$ cat src/rtl/blk_2f4dbe.sv
// blk_2f4dbe: eight-channel request arbiter with a registered, encoded grant.
//
// Configuration macro: LOGIC_ROUND_ROBIN_EN
//   defined   -> round-robin arbitration. A 3-bit pointer holds the
//                highest-priority channel for the next arbitration.
//   undefined -> fixed priority. The lowest-index requester wins and no
//                pointer is built.
//
// grant[3] is the valid bit and grant[2:0] is the winning channel index.
// Latency is one clock. There is no combinational path from ID* to grant.
module blk_2f4dbe (
  input  logic       clk,
  input  logic       rst,
  input  logic       ID0,
  input  logic       ID1,
  input  logic       ID2,
  input  logic       ID3,
  input  logic       ID4,
  input  logic       ID5,
  input  logic       ID6,
  input  logic       ID7,
  output logic [3:0] grant
);

  // Search req starting at channel 'start' and wrapping modulo 8.
  // The loop runs from the farthest offset down to offset 0, so the last
  // assignment made is the nearest requester; it therefore wins.
  // Returns {found, index}, or 4'b0000 when nothing is requesting.
  function automatic logic [3:0] f_pick(input logic [7:0] req,
                                        input logic [2:0] start);
    logic [3:0] res;
    logic [2:0] idx;
    res = 4'b0000;
    idx = 3'd0;
    for (int i = 7; i >= 0; i--) begin
      idx = start + 3'(i);
      if (req[idx]) begin
        res = {1'b1, idx};
      end
    end
    return res;
  endfunction

  logic [7:0] w_req;
  logic [3:0] w_pick;
  logic [3:0] r_grant_p1;

  assign w_req = {ID7, ID6, ID5, ID4, ID3, ID2, ID1, ID0};

`ifdef LOGIC_ROUND_ROBIN_EN
  logic [2:0] r_ptr;

  // Stage p0 -> p1: the round-robin search starts at the pointer.
  always_comb begin
    w_pick = f_pick(w_req, r_ptr);
  end

  // Register the grant. The pointer moves past the winner and holds
  // through idle cycles. Reset clears all fairness history.
  always_ff @(posedge clk) begin
    if (rst) begin
      r_grant_p1 <= 4'b0000;
      r_ptr      <= 3'd0;
    end else begin
      r_grant_p1 <= w_pick;
      if (w_pick[3]) begin
        r_ptr <= w_pick[2:0] + 3'd1;
      end
    end
  end
`else
  // Stage p0 -> p1: fixed priority. The search always starts at channel 0.
  always_comb begin
    w_pick = f_pick(w_req, 3'd0);
  end

  // Register the grant. Reset overrides any request present that cycle.
  always_ff @(posedge clk) begin
    if (rst) begin
      r_grant_p1 <= 4'b0000;
    end else begin
      r_grant_p1 <= w_pick;
    end
  end
`endif

  assign grant = r_grant_p1;

endmodule

$ cat config.mk
export PLATFORM = sky130hd
export DESIGN_NAME = blk_2f4dbe
export DESIGN_NICKNAME = d
export VERILOG_FILES = /design/src/rtl/blk_2f4dbe.sv
export SDC_FILE = /design/constraint.sdc
export NUM_CORES = 1
export LEC_CHECK = 0
export CORE_AREA = 2 2 39 41
export DETAILED_ROUTE_END_ITERATION = 16
export DIE_AREA = 0 0 41 43
export PLACE_DENSITY = 0.49
export SLEW_MARGIN = 40
export SYNTH_ARGS = -nofsm -noshare
export SYNTH_HDL_FRONTEND = slang
export SYNTH_SLANG_ARGS = --single-unit
$ cat constraint.sdc
create_clock -name clk -period 2.1 [get_ports clk]
set_clock_uncertainty 0.05 [all_clocks]
set_input_delay 0.315 -clock clk [delete_from_list [all_inputs] [get_ports clk]]
set_output_delay 0.315 -clock clk [all_outputs]
set_load 0.005 [all_outputs]
# [Yosys cells after proc, flatten, opt, wreduce, memory -nomap -nowiden]
# Index checks and enable logic that the tools add are counted.
[classes] n_mux=8 n_reduce_logical=3
[op_table] op="$mux W4" n=8
[op_table] op="$reduce_or A5 Y1" n=1
[op_table] op="$reduce_or A3 Y1" n=1
[op_table] op="$reduce_or A2 Y1" n=1
[word_totals] reg_bits=4 input_bits=10 out_inout_bits=4 word_cells=15

# [Depth between registers and ports, before layout]
# Gate-level depths: netlist of the first run.
[depth] depth_word=8 mapped_depth=3 ltp_nobuf=3

# [Least setup slack after synthesis of the first run]
# Ideal clock, no wire load.
[synth_path] path_type="input -> register" from="in ID1" to="reg r_grant_p1[2], in the netlist grant[2]" setup_ns=0.088 arrival_ns=0.869 required_ns=1.962 slack_ns=1.094 stages=2 path_buffers=0 path_cell_list="or3_4 > nor4_2"
[synth_between] elab_chain_len=1
[synth_rtl] item="from (decl)" line_no="15" source="input logic ID1,"
[synth_rtl] item="$reduce_or A5 Y1 (no line)"
[synth_rtl] item="to (signal assigned)" line_no="82" source="r_grant_p1 <= w_pick;"
[synth_rtl] item="to (decl)" line_no="46" source="logic [3:0] r_grant_p1;"
# No other way between the ends.
# A chain may end at the register's enable or synchronous reset.

# [Worst setup path in the final report of the first run]
[layout_path] from="reg r_grant_p1[1], in the netlist grant[1]" to="out grant[1]"
[layout_rtl] item="to (decl)" line_no="22" source="output logic [3:0] grant"
# No word-level cell between the ends.

==> impl_metrics.toml, run 1 <==
[finish]
final_nets = 49
largest_reg_flops = 4
diodes = 0
ff_latch_area_um2 = 80.1
multi_input_area_um2 = 96.3
syn_to_final_growth_pct = 95.8
final_core_util_pct = 25.5
final_layout_size_suffix_gt1_share_pct = 16.2
n_fill_cell = 157

[clocking]
clkSlewWorstSetupHoldPaths_ns = 0.04
ctsLongestPathBuffers = 2
ctsResizeCount = 0
cts_sinks = 4
cts_tree = "built"
ctsHoldBuffers = 0
htreeDepth = 1
cts-root-buf = "clkbuf_4"
cts-buffers-inserted = 3
post_cts_buffers = 0

[critical_path]
arrival_ns = 1.02
crit_slowest_cell = "clkdlybuf4s50_1"
cp-end-kind = "output port"
path_cells = "clkdlybuf4s50_1"
worstSetupPathDepth = 1
crit_type = "reg2out"
crit_fanout = 1
critPathRequiredTime_ns = 1.74
cp_top_family = "buffers and inverters"
slowest_delay_ns = 0.49
cp.buffers_inverters = 1
worstSetupStartpointType = "flop"

[timing]
worst_slew_pin_slew_ns = 0.308
hold_violations = 0
finalSetupTns_ns = 0
setup_viol = 0
slew_headroom_pct = 79.3
finalMaxSlewViolations = 0
fin_ws_ns = 0.714
fmax_ghz = 0.722
min_period_over_period_pct = 66.0
rsz0062_at_grt = "false"
post-route-min-period_ns = 1.39
hold_ws_ns = 0.648

[min_path]
min_path_type = "in2reg"
min_delay_path_depth = 2

[die]
die_h_um = 43
placement_rows = 14
core-area_um2 = 1380
start_util_pct = 13.0
die_w_um = 41
io_pins = 14
die-area_um2 = 1760

[global_routing]
antenna_found_initial = 0
met3_usage_pct = 3.14
grt_max_degree = 5
grt_pass1_vias = 184
gr-usage-met2_pct = 7.81
track_usage_pct = 6.43
grt_first_pass_wirelength_um = 696
overflow = 0
top_usage_layer = "met4"
grt_use_met1_pct = 6.75

[synthesis]
syn_inst = 21
ys_seq_area_share_pct = 44.4
mappedNetlistArea_um2 = 180
syn_area_per_cell_um2 = 8.58
synth.distinct_cells = 11
yosys_warnings = 0
synth_nets = 31
ys_ff_latch = 4

[power]
ir_drop_mv = 0.155
leakage_nw = 0.127
p_per_area_nw_per_um2 = 601
finalPower_mw = 0.212

[detailed_routing]
drt_wl_total_um = 434
dr.pass1.iters = 1
via_count = 206
ant_nets = 0
drt-initial-drc-count = 0
viasPerCell = 3.89
drc = 0
wl_per_cell_um = 8.19

[placement]
dpl.hpwl_um = 360
portBuffers = 13
gp_congestion = 0.738
pre_cts_ws_ns = 0.604

[job]
maxCapViolations = 0

[outcome]
status = "finished clean"
## Yosys cell counts
| cell | n | share of area (%) |
|---|---|---|
| a21oi_1 | 2 | 5.6 |
| nor2_1 | 5 | 10 |
| o21ai_1 | 1 | 2.8 |
| dfxtp_1 | 4 | 44 |
| or3_4 | 1 | 6.2 |
| inv_1 | 1 | 2.1 |
| a31oi_1 | 1 | 3.5 |
| nor2b_1 | 1 | 3.5 |
| o21ai_0 | 2 | 5.6 |
| nor4_2 | 2 | 14 |
| nand2_1 | 1 | 2.1 |
## placed cells by master (no fill, tap or decap)
master / Yosys / layout
nor4_2: 2 / 2
nor2b_1: 1 / 1
a31oi_1: 1 / 1
nand2_1: 1 / 1
a21oi_1: 2 / 2
clkdlybuf4s50_1: 0 / 13
nor2_1: 5 / 5
inv_1: 1 / 1
or3_4: 1 / 1
o21ai_1: 1 / 1
dfxtp_1: 4 / 4
o21ai_0: 2 / 2
clkbuf_4: 0 / 3
## power breakdown
| part | internal, mW | switching, mW |
|---|---|---|
| logic | 0.0252 | 0.0138 |
| registers | 0.0798 | 0.000740 |
| clock network | 0.0637 | 0.0287 |
| total | 0.169 | 0.0432 |
## per-layer routing
layer / vias up / share of wire, %
li1: 107 / -
met1: 92 / 40
met2: 7 / 54
met3: 0 / 6.0
met4: 0 / 0
met5: - / 0
## worst paths after layout
path | start | end | slack, ns
hold / removal | ID3 | grant[2] | 0.65
setup / recovery | grant[1] | grant[1] | 0.71
## area by class of cell
| class | count | share of cell area (%) |
|---|---|---|
| Sequential cell | 4 | 22.7 |
| Timing Repair Buffer | 13 | 36.9 |
| Clock buffer | 3 | 6.38 |
| Tap cell | 16 | 5.67 |
| Inverter | 1 | 1.06 |
| Multi-Input combinational cell | 16 | 27.3 |
## metrics by stage
stage	cells	instance area, um2
2_1_floorplan	21	180
3_3_place_gp	50	330
3_5_place_dp	50	330
4_1_cts	53	353
5_1_grt	53	353
6_report	53	353
## logic make-up after synthesis
group                  Yosys count  share of synthesized area (%)
and+or+nand+nor                 10                           36.1
buffers and inverters            1                           2.08
DFF                              4                           44.4
AOI/OAI and AO/OA                6                           17.4
Note: power is estimated with default switching activity, not from simulation.
==> inputs of run 2 (changes only) <==
Clock period 2.1 ns to 1.32 ns, I/O delays scaled along.
==> run 2 against run 1 <==
Against the previous run:
- clock power rose by 59%
- combinational power increased by 69%
- global-route usage down 0.30 points
- first-iteration DRC count unchanged
- total power rose by 61%
- highest routed layer unchanged
- die area stayed put
- core utilization up 1.1 points
==> impl_metrics.toml, run 2 (synthesis gave the netlist of run 1 again) <==
[finish]
n_fill_cell = 149
final_nets = 51
diodes = 0
stdcell_area_um2 = 368
layout_common_cells = "clkdlybuf4s50_1, nor2_1, dfxtp_1"
syn_to_final_growth_pct = 104
largest_reg_flops = 4
final_core_util_pct = 26.6
final_common_cell = "clkdlybuf4s50_1"
final_layout_size_suffix_gt1_share_pct = 20.5
finalNonFillerCells = 55

[global_routing]
grt_first_pass_wirelength_um = 676
overflow = 0
grt_max_degree = 5
grt_pass1_vias = 198
antenna_found_initial = 0
track_usage_pct = 6.12

[detailed_routing]
ant_nets = 0
via_count = 211
dr.pass1.iters = 1
wl_per_cell_um = 8.02
drt-initial-drc-count = 0
drc = 0
drt_wl_total_um = 441
viasPerCell = 3.84

[die]
core-area_um2 = 1380
io_pins = 14
die_h_um = 43
start_util_pct = 13.0
die_w_um = 41
die-area_um2 = 1760
placement_rows = 14

[timing]
min_period_over_period_pct = 96.0
setup_viol = 0
hold_violations = 0
slew_headroom_pct = 79.2
worst_slew_pin_slew_ns = 0.310
hold_ws_ns = 0.528
fmax_ghz = 0.789
post-route-min-period_ns = 1.27
finalMaxSlewViolations = 0
fin_ws_ns = 0.0526
finalSetupTns_ns = 0
rsz0062_at_grt = "false"

[critical_path]
critPathRequiredTime_ns = 1.07
slowest_delay_ns = 0.49
path_cells = "clkdlybuf4s50_1"
arrival_ns = 1.02
cp.buffers_inverters = 1
critPathLaunch = "grant[1]"
cp-end-kind = "output port"
crit_slowest_cell = "clkdlybuf4s50_1"
crit_type = "reg2out"
worstSetupStartpointType = "flop"
cp_top_family = "buffers and inverters"
crit_fanout = 1

[power]
p_per_area_nw_per_um2 = 926
finalPower_mw = 0.341
leakage_nw = 0.137
ir_drop_mv = 0.208

[clocking]
ctsLongestPathBuffers = 2
clkSlewWorstSetupHoldPaths_ns = 0.04
htreeDepth = 1
post_cts_buffers = 0
cts_sinks = 4
cts-buffers-inserted = 3
ctsResizeCount = 0
cts_tree = "built"
ctsHoldBuffers = 0
cts-root-buf = "clkbuf_4"

[placement]
pre_cts_ws_ns = -0.0776
dp_cells = 52
dpl.hpwl_um = 378
gp_congestion = 0.730
portBuffers = 13
dpl_cell_area_um2 = 345

[outcome]
status = "finished clean"

[job]
maxCapViolations = 0

[min_path]
min_path_type = "in2reg"
hold_path.startpoint = "rst"
run 2: cell count changes in the layout (fill, tap and decap cells not counted), sizes merged:
| cell | change |
|---|---|
| buf | +2 |
run 2: layout make-up:
| class | count | area (um2) | area share, % |
|---|---|---|---|
| repair buffers | 15 | 145 | 39.5 |
| inverters | 1 | 3.75 | 1.02 |
| well taps | 16 | 20.0 | 5.44 |
| clock buffers | 3 | 22.5 | 6.12 |
| multi-input cells | 16 | 96.3 | 26.2 |
| flip-flops and latches | 4 | 80.1 | 21.8 |
run 2: routing by layer:
layer | vias up | routed length [um] | track usage, %
met5 | - | 0 | 0
met4 | 0 | 0 | 6.00
met3 | 0 | 27 | 3.14
met2 | 9 | 238 | 9.06
met1 | 91 | 175 | 5.47
li1 | 111 | - | -
run 2: power by group:
group	internal [mW]	total, mW	switching [mW]
Clock	0.101	0.147	0.0452
Sequential	0.127	0.128	0.00118
Combinational	0.0438	0.0661	0.0223
run 2: final timing paths:
kind,endpoint,slack (ns),cells after the start
max,grant[1],0.05,1
min,grant[3],0.53,2
